File: src/rtl/mav_pkg.sv
// Shared types and constants for the moving-average controller and its ALU.
package mav_pkg;

  localparam int unsigned CNT_W = 2;

  localparam logic [2:0] F_ADD = 3'b000;
  localparam logic [2:0] F_SUB = 3'b001;

  typedef enum logic [2:0] {
    S_IDLE  = 3'd0,
    S_ADD   = 3'd1,
    S_SUB   = 3'd2,
    S_SHIFT = 3'd3,
    S_OUT   = 3'd4
  } mav_state_t;

endpackage

File: src/rtl/mav_ctrl_cnt.sv
// Saturating count of completed samples, used to select raw output during warm-up.
module handshake_cnt
  import mav_pkg::*;
#(
  parameter int unsigned SAT = 3
) (
  input  logic             clk,
  input  logic             rst,
  input  logic             clr,
  input  logic             inc,
  output logic [CNT_W-1:0] cnt
);

  localparam logic [CNT_W-1:0] SAT_V = CNT_W'(SAT);

  logic [CNT_W-1:0] r_cnt;

  // Count up on each completed sample, hold at SAT; clr has priority.
  always_ff @(posedge clk or posedge rst) begin
    if (rst) begin
      r_cnt <= '0;
    end else if (clr) begin
      r_cnt <= '0;
    end else if (inc && (r_cnt != SAT_V)) begin
      r_cnt <= r_cnt + CNT_W'(1);
    end
  end

  assign cnt = r_cnt;

endmodule

File: src/rtl/mav_ctrl.sv
// Sequencer for the moving-average datapath: accept, add, subtract, shift, present.
module mav_ctrl
  import mav_pkg::*;
#(
  parameter int unsigned CNT_RAW = 3
) (
  input  logic       clk,
  input  logic       rst,
  input  logic       clr,
  input  logic       in_valid,
  output logic       in_ready,
  output logic       out_valid,
  input  logic       out_ready,
  output logic       en_din,
  output logic       en_sum3,
  output logic       en_mis,
  output logic       en_ans,
  output logic       sel_ans,
  output logic       sel_alu_b,
  output logic [2:0] f,
  output logic       clr_dp
);

  mav_state_t       r_state;
  logic             r_in_ready;
  logic             r_out_valid;
  logic             r_en_sum3;
  logic             r_en_mis;
  logic             r_en_ans;
  logic             r_sel_ans;
  logic             r_sel_alu_b;
  logic [2:0]       r_f;
  logic [CNT_W-1:0] w_cnt;
  logic             w_raw;

  // Warm-up samples bypass averaging; cnt is stable from accept through ADD.
  assign w_raw = (w_cnt < CNT_W'(CNT_RAW));

  handshake_cnt #(
    .SAT (CNT_RAW)
  ) u_cnt (
    .clk (clk),
    .rst (rst),
    .clr (clr),
    .inc (en_mis),
    .cnt (w_cnt)
  );

  // State register with outputs registered for the state being entered.
  always_ff @(posedge clk or posedge rst) begin
    if (rst) begin
      r_state     <= S_IDLE;
      r_in_ready  <= 1'b1;
      r_out_valid <= 1'b0;
      r_en_sum3   <= 1'b0;
      r_en_mis    <= 1'b0;
      r_en_ans    <= 1'b0;
      r_sel_ans   <= 1'b0;
      r_sel_alu_b <= 1'b0;
      r_f         <= F_ADD;
    end else begin
      r_in_ready  <= 1'b0;
      r_out_valid <= 1'b0;
      r_en_sum3   <= 1'b0;
      r_en_mis    <= 1'b0;
      r_en_ans    <= 1'b0;
      r_sel_ans   <= 1'b0;
      r_sel_alu_b <= 1'b0;
      r_f         <= F_ADD;
      if (clr) begin
        r_state    <= S_IDLE;
        r_in_ready <= 1'b1;
      end else begin
        case (r_state)
          S_IDLE: begin
            if (in_valid) begin
              r_state   <= S_ADD;
              r_en_sum3 <= 1'b1;
              r_en_ans  <= 1'b1;
              r_sel_ans <= w_raw;
            end else begin
              r_in_ready <= 1'b1;
            end
          end
          S_ADD: begin
            r_state     <= S_SUB;
            r_en_sum3   <= 1'b1;
            r_sel_alu_b <= 1'b1;
            r_f         <= F_SUB;
          end
          S_SUB: begin
            r_state  <= S_SHIFT;
            r_en_mis <= 1'b1;
          end
          S_SHIFT: begin
            r_state     <= S_OUT;
            r_out_valid <= 1'b1;
          end
          S_OUT: begin
            if (out_ready) begin
              r_state    <= S_IDLE;
              r_in_ready <= 1'b1;
            end else begin
              r_out_valid <= 1'b1;
            end
          end
          default: begin
            r_state    <= S_IDLE;
            r_in_ready <= 1'b1;
          end
        endcase
      end
    end
  end

  // clr suppresses every enable and the handshakes in the cycle it is seen.
  assign clr_dp    = clr;
  assign in_ready  = r_in_ready & ~clr;
  assign en_din    = in_ready & in_valid;
  assign out_valid = r_out_valid & ~clr;
  assign en_sum3   = r_en_sum3 & ~clr;
  assign en_mis    = r_en_mis & ~clr;
  assign en_ans    = r_en_ans & ~clr;
  assign sel_ans   = r_sel_ans;
  assign sel_alu_b = r_sel_alu_b;
  assign f         = r_f;

endmodule
File: config.mk
export PLATFORM = sky130hd
export DESIGN_NAME = mav_ctrl
export DESIGN_NICKNAME = d
export VERILOG_FILES = /design/src/rtl/mav_pkg.sv /design/src/rtl/mav_ctrl_cnt.sv /design/src/rtl/mav_ctrl.sv
export SDC_FILE = /design/constraint.sdc
export NUM_CORES = 1
export LEC_CHECK = 0
export CAP_MARGIN = 20
export CORE_MARGIN = 2
export CORE_UTILIZATION = 37
export CTS_CLUSTER_SIZE = 40
export DETAILED_ROUTE_END_ITERATION = 10
export GPL_ROUTABILITY_DRIVEN = 0
export GPL_TIMING_DRIVEN = 1
export PLACE_DENSITY = 0.72
export SKIP_LAST_GASP = 1
export SYNTH_ARGS = -nofsm -noshare
export SYNTH_HDL_FRONTEND = slang
export SYNTH_SLANG_ARGS = --single-unit
File: constraint.sdc
create_clock -name clk -period 1.8 [get_ports clk]
set_input_delay 0.36 -clock clk [delete_from_list [all_inputs] [get_ports clk]]
set_output_delay 0.36 -clock clk [all_outputs]
set_load 0.03 [all_outputs]
==> results of run 1 <==
-- state kept, by name (all words and copies together) (netlist names) --
register     flops
f                1
r_en_ans         1
r_en_mis         1
r_en_sum3        1
r_in_ready       1
r_out_valid      1
r_state          3
sel_ans          1
u_cnt.cnt        2
-- Yosys cell counts, types with 2 or more instances --
| master | count | area share (%) |
|---|---|---|
| nand2b_1 | 2 | 2.2 |
| a21oi_1 | 3 | 2.7 |
| nor3_1 | 3 | 2.7 |
| buf_4 | 5 | 6.7 |
| nor2b_1 | 6 | 6.7 |
| and2_1 | 3 | 3.3 |
| nor4_1 | 2 | 2.2 |
| nor2_1 | 2 | 1.3 |
| dfrtp_1 | 11 | 49 |
-- power by group --
part | switching (mW) | internal [mW] | total, mW | leakage [nW]
Clock | 0.0862 | 0.0858 | 0.172 | 0.0150
Sequential | 0.0172 | 0.290 | 0.307 | 0.159
Combinational | 0.0638 | 0.0506 | 0.114 | 0.154
-- cell families (layout without fill, tap and decap cells) --
| group | count (synthesis) | after routing | synth area share, % |
|---|---|---|---|
| DFF | 12 | 12 | 53.4 |
| buffers and inverters | 8 | 20 | 9.98 |
| muxes | 1 | 1 | 1.77 |
| other | 1 | 2 | 0.665 |
| AOI/OAI and AO/OA | 5 | 5 | 4.88 |
| and+or+nand+nor | 23 | 23 | 25.5 |
| xor gates and xnor gates | 1 | 1 | 1.55 |
| adders and majority gates | 1 | 1 | 2.22 |
-- stage by stage --
step | std cells | cell area (um2) | worst slack (ns) | power, mW
after floorplan | 53 | 568 | 0.0806 | 0.400
after global placement | 77 | 666 | 0.188 | 0.426
after detailed placement | 77 | 666 | 0.166 | 0.428
after CTS | 81 | 692 | 0.135 | 0.606
after global routing | 81 | 692 | 0.110 | 0.632
final | 81 | 692 | 0.154 | 0.594
-- final timing paths --
path | startpoint | end | slack [ns] | cells past startpoint
setup / recovery | f[0]$_DFF_PP0_ | sel_alu_b | 0.15 | 1
hold / removal | rst | f[0]$_DFF_PP0_ | 0.38 | 2
setup reg to reg | u_cnt.cnt[0]$_DFFE_PP0P_ | u_cnt.cnt[0]$_DFFE_PP0P_ | 0.50 | 4
hold reg to reg | u_cnt.cnt[0]$_DFFE_PP0P_ | u_cnt.cnt[0]$_DFFE_PP0P_ | 0.55 | 2
max in group asynchronous | rst | r_in_ready$_DFF_PP1_ | 1.07 | 2
min in group clk | u_cnt.cnt[0]$_DFFE_PP0P_ | u_cnt.cnt[0]$_DFFE_PP0P_ | 0.55 | 2
-- cell type report --
type | count | area [um2] | share of cell area [%]
Clock buffer | 4 | 26.3 | 3.80
Inverter | 1 | 3.75 | 0.542
Multi-Input combinational cell | 33 | 210 | 30.4
Sequential cell | 12 | 302 | 43.6
Tap cell | 16 | 20.0 | 2.89
Timing Repair Buffer | 15 | 130 | 18.8
-- per-layer routing --
metal	vias up	track usage (%)	wire, um	part of all wire (%)
met4	0	9.09	25	2.7
met2	16	20.3	476	52
met1	183	14.9	353	38
li1	192	-	-	-
met5	-	0	0	0
met3	2	5.53	68	7.4
==> metrics.md, run 1 <==
| Metric | Value |
|---|---|
| Outcome | completed |
| Pins Over Slew Limit | 0 |
| # clock sinks | 12 |
| Family with the most delay on the worst path | buffers and inverters |
| Share of post-route cells with drive strength above 1 | 21.5% |
| Crit-path max FO | 2 |
| Leakage power | 0.329 nW |
| P per Cell Area | 858 nW/um2 |
| CTS root buf | clkbuf_4 |
| Wire per inst | 11.4 um |
| Vias per inst | 4.85 |
| CP startpoint kind | flip-flop |
| Flip-flop and latch count after synthesis | 12 |
| Final worst path period need | 1.65 ns |
| Period utilization | 91.4% |
| Setup CP Type | flip-flop to output port |
| Initial core utilization | 38.4% |
| First-pass GRT wire length | 1710 um |
| Worst path slowest cell | clkdlybuf4s50_1 |
| Worst skew pair latency | 0.27 ns |
| Most used DFF post-synth | dfrtp_1 |
| Finished Core Util | 47.0% |
| H-tree depth | 1 |
| CP required | 1.44 ns |
| Peak VDD IR | 0.492 mV |
| Final hold vios | 0 |
| Max_cap viols | 0 |
| ANT nets after route | 0 |
| Die Area | 1850 um2 |
| Area grow syn2layout | 22.6% |
| Vias in the first global route | 376 |
| EDFF count, synth | 0 |
| Core Area | 1470 um2 |
| Most frequent cells in the layout | 11 x dfrtp_1, 8 x buf_4, 7 x clkdlybuf4s50_1 |
| Commonest non-fill, non-tap cell in the layout | dfrtp_1 |
| Vias | 393 |
| Fmax | 0.608 GHz |
| Hold buffer count at CTS | 0 |
| Cells along the critical path | clkdlybuf4s50_1 |
| FP Rows | 14 |
| Clock-pin slew on the worst setup and hold paths | 0.08 ns |
| Input/output buffers | 14 |
| Unique masters post-synth | 24 |
| Hold slack final | 0.384 ns |
| Crit path DAT | 1.29 ns |
| Synthesized cell area | 564 um2 |
| Setup Skew | 0.00941 ns |
| NumNets Final | 72 |
| Kind of end point of the critical path | output port |
| Seq/Total Area, Yosys | 53.4% |
| Largest net degree at the start of global routing | 16 |
| Critical Path Max Stage Delay | 0.66 ns |
| Die height | 43.1 um |
| Initial drt markers | 7 |
| Fill cells | 144 |
| Setup TNS | 0 ns |
| Initial antenna violation count | 0 |
| RSZ-0062 raised after global routing | no |
| Routed wire length | 924 um |
| Ports | 17 |
| GRT Total Usage | 13.3% |
| Post-CTS Setup Bufs | 0 |
| GRT Residual Overflow | 0 |
| Synth Warn # | 0 |
| HP Class | input port to asynchronous set/reset pin |
| TritonRoute pass-1 iters | 4 |
| Syn_area_per_cell | 10.9 um2 |
| Total CTS buffers | 3 |
| Buf/Inv on CP | 1 |
| Die width | 43.1 um |
| Final Setup Violations | 0 |
| Fraction of registers with async set/reset | 100% |
| DRC | 0 |
| Clock Path Buffers | 2 |
| Diode count | 0 |
| CTS tree | built |
| Post_cts resized | 0 |
| Synth Instances | 52 |
Note: power is estimated with default switching activity, not from simulation.
==> run 2: changes to the inputs <==
PLACE_DENSITY = 0.63   (was 0.72)
SETUP_SLACK_MARGIN = 0.3   (was unset)
==> run 2 against run 1 <==
Compared with the run above: first-iteration DRC count increased by 29%; total power up 2.4%; die area unchanged; utilization is 2.0 points higher; largest power group unchanged.
==> metrics.md, run 2 (same netlist as run 1, synthesis figures left out) <==
| Metric | Value |
|---|---|
| Core Area | 1470 um2 (unchanged) |
| GRT Total Usage | 11.5% (was 13.3%) |
| Die height | 43.1 um (unchanged) |
| Crit path DAT | 1.18 ns (was 1.29 ns) |
| Max reg flops | 3 (unchanged) |
| Share of post-route cells with drive strength above 1 | 25.8% (was 21.5%) |
| Pins Over Slew Limit | 0 (unchanged) |
| Leakage power | 0.361 nW (was 0.329 nW) |
| CP startpoint kind | flip-flop (unchanged) |
| Post-CTS Setup Bufs | 0 (unchanged) |
| Initial drt markers | 9 (was 7) |
| GRT Residual Overflow | 0 (unchanged) |
| Initial core utilization | 38.4% (unchanged) |
| Dpl ws | 0.125 ns (was 0.166 ns) |
| Setup Skew | 0.00692 ns (was 0.00941 ns) |
| Fill cells | 149 (was 144) |
| Ports | 17 (unchanged) |
| HP Class | input port to asynchronous set/reset pin (unchanged) |
| HPWL after DPL | 670 um |
| Routed wire length | 1010 um (was 924 um) |
| Input/output buffers | 14 (unchanged) |
| Max_cap viols | 0 (unchanged) |
| Most frequent cells in the layout | 11 x dfrtp_1, 7 x buf_4, 5 x nor2b_1 (was 11 x dfrtp_1, 8 x buf_4, 7 x clkdlybuf4s50_1) |
| Wire per inst | 12.3 um (was 11.4 um) |
| # clock sinks | 12 (unchanged) |
| H-tree depth | 1 (unchanged) |
| CTS tree | built (unchanged) |
| Finished Core Util | 49.0% (was 47.0%) |
| Die width | 43.1 um (unchanged) |
| Setup CP Type | flip-flop to output port (unchanged) |
| Reg2reg start | r_state[1]$_DFFE_PP0P_ (was u_cnt.cnt[0]$_DFFE_PP0P_) |
| Int Pwr | 0.431 mW (was 0.427 mW) |
| CP required | 1.44 ns (about the same) |
| Hold buffer count at CTS | 0 (unchanged) |
| Final hold vios | 0 (unchanged) |
| Final Setup Violations | 0 (unchanged) |
| DRC | 0 (unchanged) |
| Sw Share | 29.2% (was 28.2%) |
| Largest net degree at the start of global routing | 16 (unchanged) |
| Outcome | completed (unchanged) |
| RSZ-0062 raised after global routing | yes (was no) |
| FP Rows | 14 (unchanged) |
| Clock Path Buffers | 2 (unchanged) |
| Most flops, register | r_state (unchanged) |
| Vias per inst | 5.00 (was 4.85) |
| Crit-path max FO | 2 (unchanged) |
| Reg2Reg Setup Slack | 0.48 ns (was 0.50 ns) |
| CTS root buf | clkbuf_4 (unchanged) |
| Fmax | 0.649 GHz (was 0.608 GHz) |
| Peak VDD IR | 0.327 mV (was 0.492 mV) |
| Power, Total | 0.608 mW (was 0.594 mW) |
| Initial antenna violation count | 0 (unchanged) |
| Total CTS buffers | 3 (unchanged) |
| Diode count | 0 (unchanged) |
| NumNets Final | 73 (was 72) |
| TritonRoute pass-1 iters | 4 (unchanged) |
| Part of the power in registers | 50.7% (was 51.8%) |
| Kind of end point of the critical path | output port (unchanged) |
| Die Area | 1850 um2 (unchanged) |
| Critical Path Start | r_in_ready$_DFF_PP1_ (was f[0]$_DFF_PP0_) |
| Clock power share | 29.3% (was 29.0%) |
| Setup TNS | 0 ns (unchanged) |
| Final worst path period need | 1.54 ns (was 1.65 ns) |
| PnR worst setup slack | 0.260 ns (was 0.154 ns) |
| First-pass GRT wire length | 1500 um (was 1710 um) |
| Area grow syn2layout | 27.7% (was 22.6%) |
| Worst skew pair latency | 0.28 ns (was 0.27 ns) |
| Vias in the first global route | 376 (unchanged) |
| P per Cell Area | 843 nW/um2 (was 858 nW/um2) |
| Switching power total | 0.177 mW (was 0.167 mW) |
| Vias | 410 (was 393) |
| ANT nets after route | 0 (unchanged) |
| Combinational power share | 20.0% (was 19.3%) |
| Period utilization | 85.6% (was 91.4%) |
| Commonest non-fill, non-tap cell in the layout | dfrtp_1 (unchanged) |
| Clock-pin slew on the worst setup and hold paths | 0.08 ns (about the same) |
==> run 2: timing repair <==
action                     in CTS  in global routing
pin swaps                       0                  1
resized for setup               4                  3
setup endpoints to repair      10                  1
==> run 2: final timing paths <==
check / to / cells past startpoint
worst max-delay path: en_din / 3
worst min-delay path: sel_ans$_DFF_PP0_ / 2
worst max register to register: r_state[2]$_DFFE_PP0P_ / 2
worst min register to register: u_cnt.cnt[0]$_DFFE_PP0P_ / 2
max in group asynchronous: r_in_ready$_DFF_PP1_ / 2
min in group clk: u_cnt.cnt[0]$_DFFE_PP0P_ / 2
==> run 2: through the flow <==
step	cells	area (um2)	hold WS [ns]
finish	82	721	0.378
global route	82	721	0.431
CTS	82	711	0.389
detailed placement	78	689	0.531
global placement	78	689	0.508
floorplan	53	572	0.224
==> run 2: area by class of cell <==
cell class | instances | area, um2 | area share (%)
Timing Repair Buffer | 16 | 149 | 20.7
Clock buffer | 4 | 26.3 | 3.65
Inverter | 1 | 3.75 | 0.521
Multi-Input combinational cell | 33 | 220 | 30.6
Tap cell | 16 | 20.0 | 2.78
Sequential cell | 12 | 302 | 41.8
==> run 2: critical path, cell delays in order (launching register included) <==
cell and delay, ns:
dfstp_2 0.52, nor2b_4 0.13, and2_4 0.14, buf_6 0.12
==> run 2: power groups by stage <==
stage	Combinational, mW	Clock (mW)	Sequential, mW
floorplan	0.0930	0	0.308
global placement	0.121	0	0.312
detailed placement	0.122	0	0.312
CTS	0.119	0.186	0.307
global route	0.132	0.191	0.310
finish	0.121	0.178	0.308
==> run 2: per-layer routing <==
metal / global-route usage (%) / vias up / share of wire [%]
li1: - / 194 / -
met1: 12.7 / 191 / 44
met2: 17.0 / 21 / 46
met3: 1.70 / 4 / 7.1
met4: 13.9 / 0 / 3.2
met5: 0 / - / 0
==> run 3: changes to the inputs <==
CAP_MARGIN = unset   (was 20)
==> results of run 3 <==
No change in the layout: final DEF, timing and power equal those of run 2.
